`config.mk`:
```
export PLATFORM = sky130hd
export DESIGN_NAME = fu_scheduler_flat
export DESIGN_NICKNAME = d
export VERILOG_FILES = /design/src/rtl/fu_pkg.sv /design/src/rtl/fu_scheduler_if.sv /design/src/rtl/adder.sv /design/src/rtl/bitwise_and.sv /design/src/rtl/bitwise_or.sv /design/src/rtl/bitwise_xor.sv /design/src/rtl/multiplier.sv /design/src/rtl/rr_arbiter.sv /design/src/rtl/subtractor.sv /design/src/rtl/fu_scheduler.sv /design/src/flat_wrapper.sv
export SDC_FILE = /design/constraint.sdc
export NUM_CORES = 1
export LEC_CHECK = 0
export BUFFER_PORTS_ARGS = -buffer_cell sky130_fd_sc_hd__buf_2
export CAP_MARGIN = 20
export CELL_PAD_IN_SITES_DETAIL_PLACEMENT = 0
export CELL_PAD_IN_SITES_GLOBAL_PLACEMENT = 1
export CORE_AREA = 10 10 104 106
export CTS_CLUSTER_SIZE = 24
export DETAILED_ROUTE_END_ITERATION = 10
export DIE_AREA = 0 0 114 116
export HOLD_SLACK_MARGIN = 0.12
export PLACE_DENSITY_LB_ADDON = 0.25
export RECOVER_POWER = 50
export SLEW_MARGIN = 40
export SYNTH_ARGS = -nofsm -noshare
export SYNTH_HDL_FRONTEND = slang
export SYNTH_SLANG_ARGS = --single-unit
```
`constraint.sdc`:
```
create_clock -name clk -period 4.1 [get_ports clk]
set_clock_uncertainty 0.1 [all_clocks]
set_input_delay 0.615 -clock clk [delete_from_list [all_inputs] [get_ports clk]]
set_output_delay 0.615 -clock clk [all_outputs]
set_load 0.01 [all_outputs]
```
`src/rtl/fu_pkg.sv`:
```
// Shared definitions for the functional-unit scheduler: opcodes, FSM states
// and the default datapath width.
package fu_pkg;

  localparam int DEFAULT_WIDTH = 8;

  // Six legal opcodes; OP_ILLEGAL marks the first unused code (6 and 7 are both illegal).
  typedef enum logic [2:0] {
    OP_ADD     = 3'd0,
    OP_SUB     = 3'd1,
    OP_MUL     = 3'd2,
    OP_AND     = 3'd3,
    OP_OR      = 3'd4,
    OP_XOR     = 3'd5,
    OP_ILLEGAL = 3'd6
  } op_e;

  typedef enum logic [1:0] {
    ST_IDLE,
    ST_EXEC,
    ST_MUL_WAIT,
    ST_RESP
  } state_e;

  function automatic logic op_is_legal(input logic [2:0] op);
    return op <= OP_XOR;
  endfunction

endpackage

```
`src/rtl/fu_scheduler_if.sv`:
```
// Request/response bundle between the requesters and the scheduler.
interface fu_scheduler_if
  import fu_pkg::*;
#(
  parameter int NUM_REQ = 2,
  parameter int WIDTH   = DEFAULT_WIDTH
) ();

  localparam int IDW = (NUM_REQ > 1) ? $clog2(NUM_REQ) : 1;

  logic [NUM_REQ-1:0]       req_valid;
  logic [NUM_REQ-1:0]       req_ready;
  logic [3*NUM_REQ-1:0]     req_op;
  logic [WIDTH*NUM_REQ-1:0] req_a;
  logic [WIDTH*NUM_REQ-1:0] req_b;
  logic                     rsp_valid;
  logic                     rsp_ready;
  logic [WIDTH-1:0]         rsp_data;
  logic [IDW-1:0]           rsp_id;
  logic                     rsp_err;
  logic                     busy;

  modport master (
    output req_valid, req_op, req_a, req_b, rsp_ready,
    input  req_ready, rsp_valid, rsp_data, rsp_id, rsp_err, busy
  );

  modport slave (
    input  req_valid, req_op, req_a, req_b, rsp_ready,
    output req_ready, rsp_valid, rsp_data, rsp_id, rsp_err, busy
  );

endinterface

```
`src/rtl/adder.sv`:
```
// WIDTH-bit wrapping adder.
module adder #(parameter int WIDTH = 8) (
  input  logic [WIDTH-1:0] i_a,
  input  logic [WIDTH-1:0] i_b,
  output logic [WIDTH-1:0] o_y
);
  assign o_y = i_a + i_b;
endmodule

```
`src/rtl/bitwise_and.sv`:
```
// WIDTH-bit bitwise AND.
module bitwise_and #(parameter int WIDTH = 8) (
  input  logic [WIDTH-1:0] i_a,
  input  logic [WIDTH-1:0] i_b,
  output logic [WIDTH-1:0] o_y
);
  assign o_y = i_a & i_b;
endmodule

```
`src/rtl/bitwise_or.sv`:
```
// WIDTH-bit bitwise OR.
module bitwise_or #(parameter int WIDTH = 8) (
  input  logic [WIDTH-1:0] i_a,
  input  logic [WIDTH-1:0] i_b,
  output logic [WIDTH-1:0] o_y
);
  assign o_y = i_a | i_b;
endmodule

```
`src/rtl/bitwise_xor.sv`:
```
// WIDTH-bit bitwise XOR.
module bitwise_xor #(parameter int WIDTH = 8) (
  input  logic [WIDTH-1:0] i_a,
  input  logic [WIDTH-1:0] i_b,
  output logic [WIDTH-1:0] o_y
);
  assign o_y = i_a ^ i_b;
endmodule

```
`src/rtl/multiplier.sv`:
```
// WIDTH-bit multiplier keeping only the low WIDTH bits of the product.
module multiplier #(parameter int WIDTH = 8) (
  input  logic [WIDTH-1:0] i_a,
  input  logic [WIDTH-1:0] i_b,
  output logic [WIDTH-1:0] o_y
);
  assign o_y = i_a * i_b;
endmodule

```
`src/rtl/rr_arbiter.sv`:
```
// Round-robin arbiter: searches from the index after i_last, wrapping, and
// returns a one-hot grant for the first active request found.
module rr_arbiter #(
  parameter int NUM_REQ = 2,
  parameter int IDW     = 1
) (
  input  logic [NUM_REQ-1:0] i_req,
  input  logic [IDW-1:0]     i_last,
  output logic [NUM_REQ-1:0] o_grant
);

  logic w_found;

  // Walk the rotated priority order and stop at the first requester found.
  always_comb begin
    // NOTE: every output of a combinational block gets a default before any
    // conditional assignment, otherwise synthesis infers a latch.
    o_grant = '0;
    w_found = 1'b0;
    for (int k = 1; k <= NUM_REQ; k++) begin
      for (int j = 0; j < NUM_REQ; j++) begin
        if (!w_found && i_req[j] && (j == (int'(i_last) + k) % NUM_REQ)) begin
          o_grant[j] = 1'b1;
          w_found    = 1'b1;
        end
      end
    end
  end

endmodule

```
`src/rtl/subtractor.sv`:
```
// WIDTH-bit wrapping subtractor.
module subtractor #(parameter int WIDTH = 8) (
  input  logic [WIDTH-1:0] i_a,
  input  logic [WIDTH-1:0] i_b,
  output logic [WIDTH-1:0] o_y
);
  assign o_y = i_a - i_b;
endmodule

```
`src/rtl/fu_scheduler.sv`:
```
// Shares one functional-unit datapath between NUM_REQ requesters.
// IDLE arbitrates and latches one request, EXEC (and MUL_WAIT for multiplies)
// produces the result, RESP holds it until the consumer takes it.
module fu_scheduler
  import fu_pkg::*;
#(
  parameter int NUM_REQ = 2,
  parameter int WIDTH   = DEFAULT_WIDTH
) (
  input  logic          clk,
  input  logic          rst_n,
  fu_scheduler_if.slave bus
);

  localparam int IDW = (NUM_REQ > 1) ? $clog2(NUM_REQ) : 1;

  state_e             r_state;
  logic [2:0]         r_op;
  logic [WIDTH-1:0]   r_a;
  logic [WIDTH-1:0]   r_b;
  logic [WIDTH-1:0]   r_data;
  logic [IDW-1:0]     r_id;
  logic [IDW-1:0]     r_last;
  logic               r_valid;
  logic               r_err;
  logic               r_busy;

  logic [NUM_REQ-1:0] w_grant;
  logic [NUM_REQ-1:0] w_ready;
  logic               w_accept;
  logic [IDW-1:0]     w_grant_id;
  logic [2:0]         w_sel_op;
  logic [WIDTH-1:0]   w_sel_a;
  logic [WIDTH-1:0]   w_sel_b;
  logic [WIDTH-1:0]   w_sum;
  logic [WIDTH-1:0]   w_diff;
  logic [WIDTH-1:0]   w_prod;
  logic [WIDTH-1:0]   w_and;
  logic [WIDTH-1:0]   w_or;
  logic [WIDTH-1:0]   w_xor;
  logic [WIDTH-1:0]   w_result;

  rr_arbiter #(.NUM_REQ(NUM_REQ), .IDW(IDW)) u_arb (
    .i_req   (bus.req_valid),
    .i_last  (r_last),
    .o_grant (w_grant)
  );

  // Grants are only offered in IDLE and never while reset is asserted.
  assign w_ready       = (r_state == ST_IDLE && rst_n) ? w_grant : '0;
  assign w_accept      = |(bus.req_valid & w_ready);
  assign bus.req_ready = w_ready;

  // Pick the winner's index, opcode and operands out of the packed request buses.
  always_comb begin
    w_grant_id = '0;
    w_sel_op   = '0;
    w_sel_a    = '0;
    w_sel_b    = '0;
    for (int j = 0; j < NUM_REQ; j++) begin
      if (w_grant[j]) begin
        w_grant_id = IDW'(j);
        w_sel_op   = bus.req_op[3*j +: 3];
        w_sel_a    = bus.req_a[WIDTH*j +: WIDTH];
        w_sel_b    = bus.req_b[WIDTH*j +: WIDTH];
      end
    end
  end

  adder       #(.WIDTH(WIDTH)) u_add (.i_a(r_a), .i_b(r_b), .o_y(w_sum));
  subtractor  #(.WIDTH(WIDTH)) u_sub (.i_a(r_a), .i_b(r_b), .o_y(w_diff));
  multiplier  #(.WIDTH(WIDTH)) u_mul (.i_a(r_a), .i_b(r_b), .o_y(w_prod));
  bitwise_and #(.WIDTH(WIDTH)) u_and (.i_a(r_a), .i_b(r_b), .o_y(w_and));
  bitwise_or  #(.WIDTH(WIDTH)) u_or  (.i_a(r_a), .i_b(r_b), .o_y(w_or));
  bitwise_xor #(.WIDTH(WIDTH)) u_xor (.i_a(r_a), .i_b(r_b), .o_y(w_xor));

  // Route the unit selected by the latched opcode to the result register.
  always_comb begin
    w_result = '0;
    case (r_op)
      OP_ADD:  w_result = w_sum;
      OP_SUB:  w_result = w_diff;
      OP_MUL:  w_result = w_prod;
      OP_AND:  w_result = w_and;
      OP_OR:   w_result = w_or;
      OP_XOR:  w_result = w_xor;
      default: w_result = '0;
    endcase
  end

  // Capture the accepted operation's opcode and operands.
  // NOTE: these operand registers carry no reset; they are only read after an
  // acceptance has overwritten them, so resetting them would add logic for nothing.
  always_ff @(posedge clk) begin
    if (w_accept) begin
      r_op <= w_sel_op;
      r_a  <= w_sel_a;
      r_b  <= w_sel_b;
    end
  end

  // Control FSM with registered response outputs.
  always_ff @(posedge clk) begin
    // NOTE: sequential state uses non-blocking assignments so every register
    // samples the pre-edge values, independent of statement order.
    if (!rst_n) begin
      r_state <= ST_IDLE;
      r_last  <= IDW'(NUM_REQ - 1);
      r_id    <= '0;
      r_data  <= '0;
      r_err   <= 1'b0;
      r_valid <= 1'b0;
      r_busy  <= 1'b0;
    end else begin
      case (r_state)
        ST_IDLE: begin
          if (w_accept) begin
            r_id    <= w_grant_id;
            r_last  <= w_grant_id;
            r_busy  <= 1'b1;
            r_state <= ST_EXEC;
          end
        end
        ST_EXEC: begin
          if (!op_is_legal(r_op)) begin
            r_data  <= '0;
            r_err   <= 1'b1;
            r_valid <= 1'b1;
            r_state <= ST_RESP;
          end else if (r_op == OP_MUL) begin
            r_state <= ST_MUL_WAIT;
          end else begin
            r_data  <= w_result;
            r_err   <= 1'b0;
            r_valid <= 1'b1;
            r_state <= ST_RESP;
          end
        end
        ST_MUL_WAIT: begin
          r_data  <= w_result;
          r_err   <= 1'b0;
          r_valid <= 1'b1;
          r_state <= ST_RESP;
        end
        ST_RESP: begin
          if (bus.rsp_ready) begin
            r_valid <= 1'b0;
            r_busy  <= 1'b0;
            r_state <= ST_IDLE;
          end
        end
        default: r_state <= ST_IDLE;
      endcase
    end
  end

  assign bus.rsp_valid = r_valid;
  assign bus.rsp_data  = r_data;
  assign bus.rsp_id    = r_id;
  assign bus.rsp_err   = r_err;
  assign bus.busy      = r_busy;

endmodule

```
`src/flat_wrapper.sv`:
```
// flat-port wrapper written by rule: the top's interface ports become plain ports
module fu_scheduler_flat import fu_pkg::*;
#(
  parameter int NUM_REQ = 2,
  parameter int WIDTH   = DEFAULT_WIDTH
)
  (clk, rst_n, bus_req_valid, bus_req_op, bus_req_a, bus_req_b, bus_rsp_ready, bus_req_ready, bus_rsp_valid, bus_rsp_data, bus_rsp_id, bus_rsp_err, bus_busy);
  fu_scheduler_if #(.NUM_REQ(NUM_REQ), .WIDTH(WIDTH)) bus_i ();
  input  logic clk;
  input  logic rst_n;
  input wire logic [$bits(bus_i.req_valid)-1:0] bus_req_valid;
  input wire logic [$bits(bus_i.req_op)-1:0] bus_req_op;
  input wire logic [$bits(bus_i.req_a)-1:0] bus_req_a;
  input wire logic [$bits(bus_i.req_b)-1:0] bus_req_b;
  input wire logic [$bits(bus_i.rsp_ready)-1:0] bus_rsp_ready;
  output wire logic [$bits(bus_i.req_ready)-1:0] bus_req_ready;
  output wire logic [$bits(bus_i.rsp_valid)-1:0] bus_rsp_valid;
  output wire logic [$bits(bus_i.rsp_data)-1:0] bus_rsp_data;
  output wire logic [$bits(bus_i.rsp_id)-1:0] bus_rsp_id;
  output wire logic [$bits(bus_i.rsp_err)-1:0] bus_rsp_err;
  output wire logic [$bits(bus_i.busy)-1:0] bus_busy;
  assign bus_i.req_valid = bus_req_valid;
  assign bus_i.req_op = bus_req_op;
  assign bus_i.req_a = bus_req_a;
  assign bus_i.req_b = bus_req_b;
  assign bus_i.rsp_ready = bus_rsp_ready;
  assign bus_req_ready = bus_i.req_ready;
  assign bus_rsp_valid = bus_i.rsp_valid;
  assign bus_rsp_data = bus_i.rsp_data;
  assign bus_rsp_id = bus_i.rsp_id;
  assign bus_rsp_err = bus_i.rsp_err;
  assign bus_busy = bus_i.busy;
  fu_scheduler #(.NUM_REQ(NUM_REQ), .WIDTH(WIDTH)) u_core (.clk(clk), .rst_n(rst_n), .bus(bus_i));
endmodule
```
# == Word level (Yosys, flattened, before mapping) ==
# Index checks and enable logic that the tools add are counted.
# word_totals
inputBits,43
word_cells,91
out_inout_bits,14
ff_bits,34
# op_classes
n_reduce_logical,24
magnitude_cmp,1
n_eq_ne,13
n_mux,32
bitwise_logic,6
mul,1
add_sub_neg,4
# ops
operator,count
32-bit zero test,2
8-bit two-way mux,6
8-bit case mux with 6 select lines,1
8-bit case mux with 2 select lines,1
1-bit two-way mux,14
8-bit adder,1
8-bit bitwise AND,1
1-bit logical AND,8
8-bit by 8-bit multiplier with 8-bit output,1
2-bit two-way mux,4
8-bit OR,1
2-bit case mux with 4 select lines,1
8-bit subtractor,1
8-bit bitwise XOR,1
"3-bit by 2-bit equality test with 1-bit output, second input constant",2
"3-bit equality test, second input constant",2
3-bit two-way mux,2
2-bit AND reduction,3
3-bit AND reduction,2
"2-bit equality test, first input constant",2
"2-bit equality test, second input constant",2
1-bit case mux with 2 select lines,2
2-bit nonzero test,2
"3-bit by 1-bit equality test with 1-bit output, second input constant",1
other kinds (14),18

# == Logic depth before layout (Yosys ltp) ==
# logic_depth
word_depth,22
depth_mapped,16
depth_no_buf,16

# == Cells and area by module ==
# Synthesis repeated with hierarchy kept, for this count alone.
# hier_totals
cells_unflattened,400
hier_area_um2,3658.5
# modules_own_cells
mod,area_each_um2,cells_each,seq_area_each_um2,instances
fu_scheduler,1918.1,182,870.8,1
multiplier,892.1,101,0.0,1
adder,331.6,42,0.0,1
subtractor,327.8,48,0.0,1
bitwise_xor,70.1,8,0.0,1
bitwise_and,50.0,8,0.0,1
bitwise_or,50.0,8,0.0,1
rr_arbiter,18.8,3,0.0,1

# == Worst setup path after synthesis ==
# Ideal clock, no wire load.
# synth_path
path_type,register -> register
startpoint,register u_core.r_b[4]
endpoint,"register u_core.r_data[7], in the netlist u_core.bus.rsp_data[7]"
n_path_buf,1
path_stages_with_launch,16
setup_time_ps,127
required_time_ps,3873
path_slack_ps,-104
arrival_ps,3977
path_cell_list,edfxtp_1 buf_6 nand2_1 fa_1 fa_1 inv_1 fa_1 inv_1 fa_1 inv_1 ha_1 a21oi_1 xnor3_1 xnor3_1 a221oi_2 a211oi_2
# synth_via
elab_chain_cells,5
word_cells_on_any_way,7
classes_between,add/sub (2); mul (1); mux (4)
# synth_rtl
item,line_no,text
"start, declared",fu_scheduler.sv:20,logic [WIDTH-1:0] r_b;
"start signal, assigned",fu_scheduler.sv:98,r_b <= w_sel_b;
"8-bit by 8-bit multiplier with 8-bit output, or another cell as far along",multiplier.sv:7,assign o_y = i_a * i_b;
8-bit case mux with 6 select lines *,fu_scheduler.sv:80,case (r_op)
8-bit two-way mux,fu_scheduler.sv:130,end else if (r_op == OP_MUL) begin
8-bit two-way mux,fu_scheduler.sv:125,if (!op_is_legal(r_op)) begin
8-bit case mux with 2 select lines *,fu_scheduler.sv:115,case (r_state)
"end signal, assigned",fu_scheduler.sv:133,r_data <= w_result;
"end signal, assigned",fu_scheduler.sv:140,r_data <= w_result;
"end, declared",fu_scheduler.sv:21,logic [WIDTH-1:0] r_data;
# Every way passes the cells marked *; elsewhere a longest branch is shown, timed or not. The select of a mux whose other input is x is not followed.
# A chain may end at the register's enable or synchronous reset.

# == Final worst setup path ==
# layout_path
startpoint,register u_core.r_b[3]
endpoint,"register u_core.r_data[7], in the netlist u_core.bus.rsp_data[7]"
# Same word-level chain as after synthesis.

==> impl_metrics.tcl <==
set metrics [dict create \
    status "complete, no violations" \
    wl_um 8720 \
    critPathArrivalTime_ns 4.03 \
    critical_path.cell_chain "ha_2, inv_1, fa_1, inv_2, ha_4, fa_1, inv_1, fa_1, inv_2, ha_4, a21oi_4, xnor3_1, xnor3_1, a221oi_2, a211oi_2" \
    die_area_um2 13200 \
    min-delay-start "u_core.bus.rsp_id$_SDFFE_PN0P_" \
    nFillCells 891 \
    synth_area_leaders "edfxtp_1, ha_1, dfxtp_1" \
    pwr-share-seq_pct 19.7 \
    max_freq_mhz 252 \
    core_area_um2 8680 \
    drt_iter0_markers 108 \
    p_switching_mw 1.22 \
    startpoint "u_core.r_b[3]$_DFFE_PP_" \
    ir_worst_vdd_v 0.000241 \
    finalHoldViolCount 0 \
    syn2layout_area_growth_pct 23.1 \
    synth_cell_types 55 \
    die_h_um 116 \
    route.detailed.drc 0 \
    die_w_um 114 \
    synth-seq-cells 34 \
    gp_congestion 0.868 \
    drt_first_pass_iters 4 \
    drive_above_1_share_pct 25.3 \
    cts_sinks 34 \
    path_max_fanout 4 \
    seq_area_um2 871 \
    fin_nets 559 \
    drv_slew 0 \
    via_per_inst 5.07 \
    cts_tree "done" \
    antenna_left 0 \
    r2r_start "u_core.r_b[3]$_DFFE_PP_" \
    start_util_pct 38.4 \
    holdPathStages 2 \
    power_leakage_nw 1.94 \
    cp_slowest_cell "fa_1" \
    synth_top_area_cell "edfxtp_1" \
    multi_input_area_um2 2240 \
    relSlewSlack_pct 49.8 \
    cpPeakStageDelay_ns 0.52 \
    swShare_pct 44.6 \
    antenna_found_initial 0 \
    min_period_over_period_pct 96.7 \
    power.internal_mw 1.52 \
    powerDensity_nw_per_um2 670 \
    worstPathRequired_ns 4.16 \
    cts_inserted_buffers 5 \
    pwr-share-clk_pct 8.4 \
    diodes 0 \
    setup_violations 0 \
    avgSynthCellArea_um2 9.05 \
    wire_per_inst_um 15.4 \
    grt_pass1_vias 3077 \
    max_slew.worst_pin.slew_ns 0.753 \
    crit_top_cell "fa_1" \
    synth_warnings 0 \
    ios 57 \
    clkLatencyLatePin_ns 0.28 \
    synthCells 368 \
    grt_usage_pct 13.5 \
    r2r_cells 15 \
    gr-total-overflow 0 \
    layout_min_cycle_time_ns 3.96 \
    grt_pass1_wl_um 14600 \
    ys.flop_type "edfxtp_1" \
    ys_async_sr_fraction_pct 0 \
    critPathLaunchType "flip-flop" \
    path_clk_slew_ns 0.07 \
    syn-cell-area_um2 3330 \
    synth_top_area_share_pct 17.1 \
    timing.setup.critical_path_class "flip-flop to flip-flop" \
    maxCapViolCount 0 \
    root_buffer "clkbuf_8" \
    io_buffers 56 \
    dp_cells 550 \
    synth_nets 469 \
    fin_cells 567 \
    placement_rows 34 \
    grt_max_degree 24 \
    worst_setup_path_end_kind "flip-flop" \
    dp_hpwl_um 7350 \
    final_util_pct 47.2 \
    num_vias 2874 \
    min_path_type "flip-flop to flip-flop" \
    synth-seq-area-share_pct 26.2 \
    rsz0062_at_grt "true" \
    cts.htree.levels 2 \
    clockBufferDepth 2 \
    synth_edf_count 19 \
    combPwrFrac_pct 71.9 \
]
==> layer usage <==
metal,share of wire [%],routed length [µm],global-route usage [%]
met4,2.0,176,4.26
met2,49,4240,23.3
met1,45,3920,16.8
met3,4.4,382,2.33
met5,0,0,0
==> worst paths after layout <==
kind	endpoint	slack, ns
worst min-delay path	u_core.bus.rsp_id$_SDFFE_PN0P_	0.36
worst max register to register	u_core.bus.rsp_data[7]$_SDFFE_PN0P_	0.14
worst min register to register	u_core.bus.rsp_id$_SDFFE_PN0P_	0.36
worst max-delay path	u_core.bus.rsp_data[7]$_SDFFE_PN0P_	0.14
==> cell usage after synthesis, drive strengths merged (2+ instances only) <==
master	number
a211oi	6
a21boi	3
a21o	2
a21oi	20
a221oi	2
a22o	19
a31oi	2
and3	2
buf	6
clkbuf	6
dfxtp	15
edfxtp	19
fa	13
ha	45
inv	56
mux2	2
mux2i	5
nand2	31
nand2b	2
nand3	6
nor2	34
nor2b	5
nor3	4
nor3b	2
nor4	2
o211ai	4
o21a	2
o21ai	11
o221ai	3
xnor2	18
xnor3	2
xor2	4
==> worst max-delay path, delay by kind of cell, from the launching register on <==
family | cells | cell delay (ns)
compound gates | 3 | 0.48
xor+xnor | 2 | 0.43
fa+ha+maj | 6 | 2.19
buf+inv | 4 | 0.20
flops | 1 | 0.44
==> cells by family after synthesis <==
kind of cell    after synthesis  synth area share (%)
flops                        34                  26.2
simple gates                 93                  12.9
xor+xnor                     24                  7.37
fa+ha+maj                    58                  24.7
buf+inv                      69                  8.72
mux                           7                  2.18
compound gates               83                  18.0
==> per-stage QoR <==
stage | total power, mW | setup WS [ns] | instance area (µm²) | setup TNS, ns | hold WS, ns
finish | 2.75 | 0.135 | 4100 | 0 | 0.356
global route | 3.04 | -0.0410 | 4100 | -0.0410 | 0.370
CTS | 2.66 | 0.0119 | 4010 | 0 | 0.357
detailed placement | 2.38 | -0.0719 | 3900 | -0.0719 | 0.347
global placement | 2.36 | -0.0341 | 3900 | -0.0341 | 0.339
floorplan | 1.83 | 0.0631 | 3340 | 0 | 0.376
==> power by group through the flow <==
stage	combinational [mW]	sequential (mW)	clock, mW
after floorplan	1.27	0.555	0
after global placement	1.82	0.546	0
after detailed placement	1.83	0.549	0
after CTS	1.89	0.539	0.239
after global routing	2.23	0.554	0.255
final	1.98	0.540	0.231
==> repair_timing <==
action,in CTS,in global routing
setup endpoints to repair,1,2
setup buffers,2,7
hold buffers,0,0
pin swaps,3,15
gates resized for setup,2,18
==> flip-flops by register name, summed over array words and instances, names as in the netlist <==
| register | count |
|---|---|
| u_core.r_b | 8 |
| u_core.bus.rsp_valid | 1 |
| u_core.bus.busy | 1 |
| u_core.bus.rsp_id | 1 |
| u_core.bus.rsp_err | 1 |
| u_core.r_state | 2 |
| u_core.r_last | 1 |
| u_core.r_a | 8 |
| u_core.r_op | 3 |
| u_core.bus.rsp_data | 8 |
==> cell usage in the layout, fill, tap and decap left out, drive strengths merged, types with 3 or more instances in the layout <==
cell | netlist | routed
o21ai | 11 | 11
nor2 | 34 | 34
o211ai | 4 | 4
buf | 6 | 81
clkbuf | 6 | 20
a21boi | 3 | 3
a21oi | 20 | 20
nor3 | 4 | 4
inv | 56 | 56
o221ai | 3 | 3
clkinv | 1 | 3
edfxtp | 19 | 19
a211oi | 6 | 6
fa | 13 | 13
nor2b | 5 | 5
mux2i | 5 | 5
nand3 | 6 | 6
nand2 | 31 | 31
a22o | 19 | 19
dfxtp | 15 | 15
ha | 45 | 45
xnor2 | 18 | 18
xor2 | 4 | 4
==> area by class of cell <==
class,instances,area share [%]
Inverter,57,5.22
Timing Repair Buffer,95,13.6
Sequential cell,34,21.2
Clock inverter,2,0.214
Clock buffer,6,1.77
Tap cell,108,3.30
Multi-Input combinational cell,265,54.7
Power figures use the tool's default switching activity.
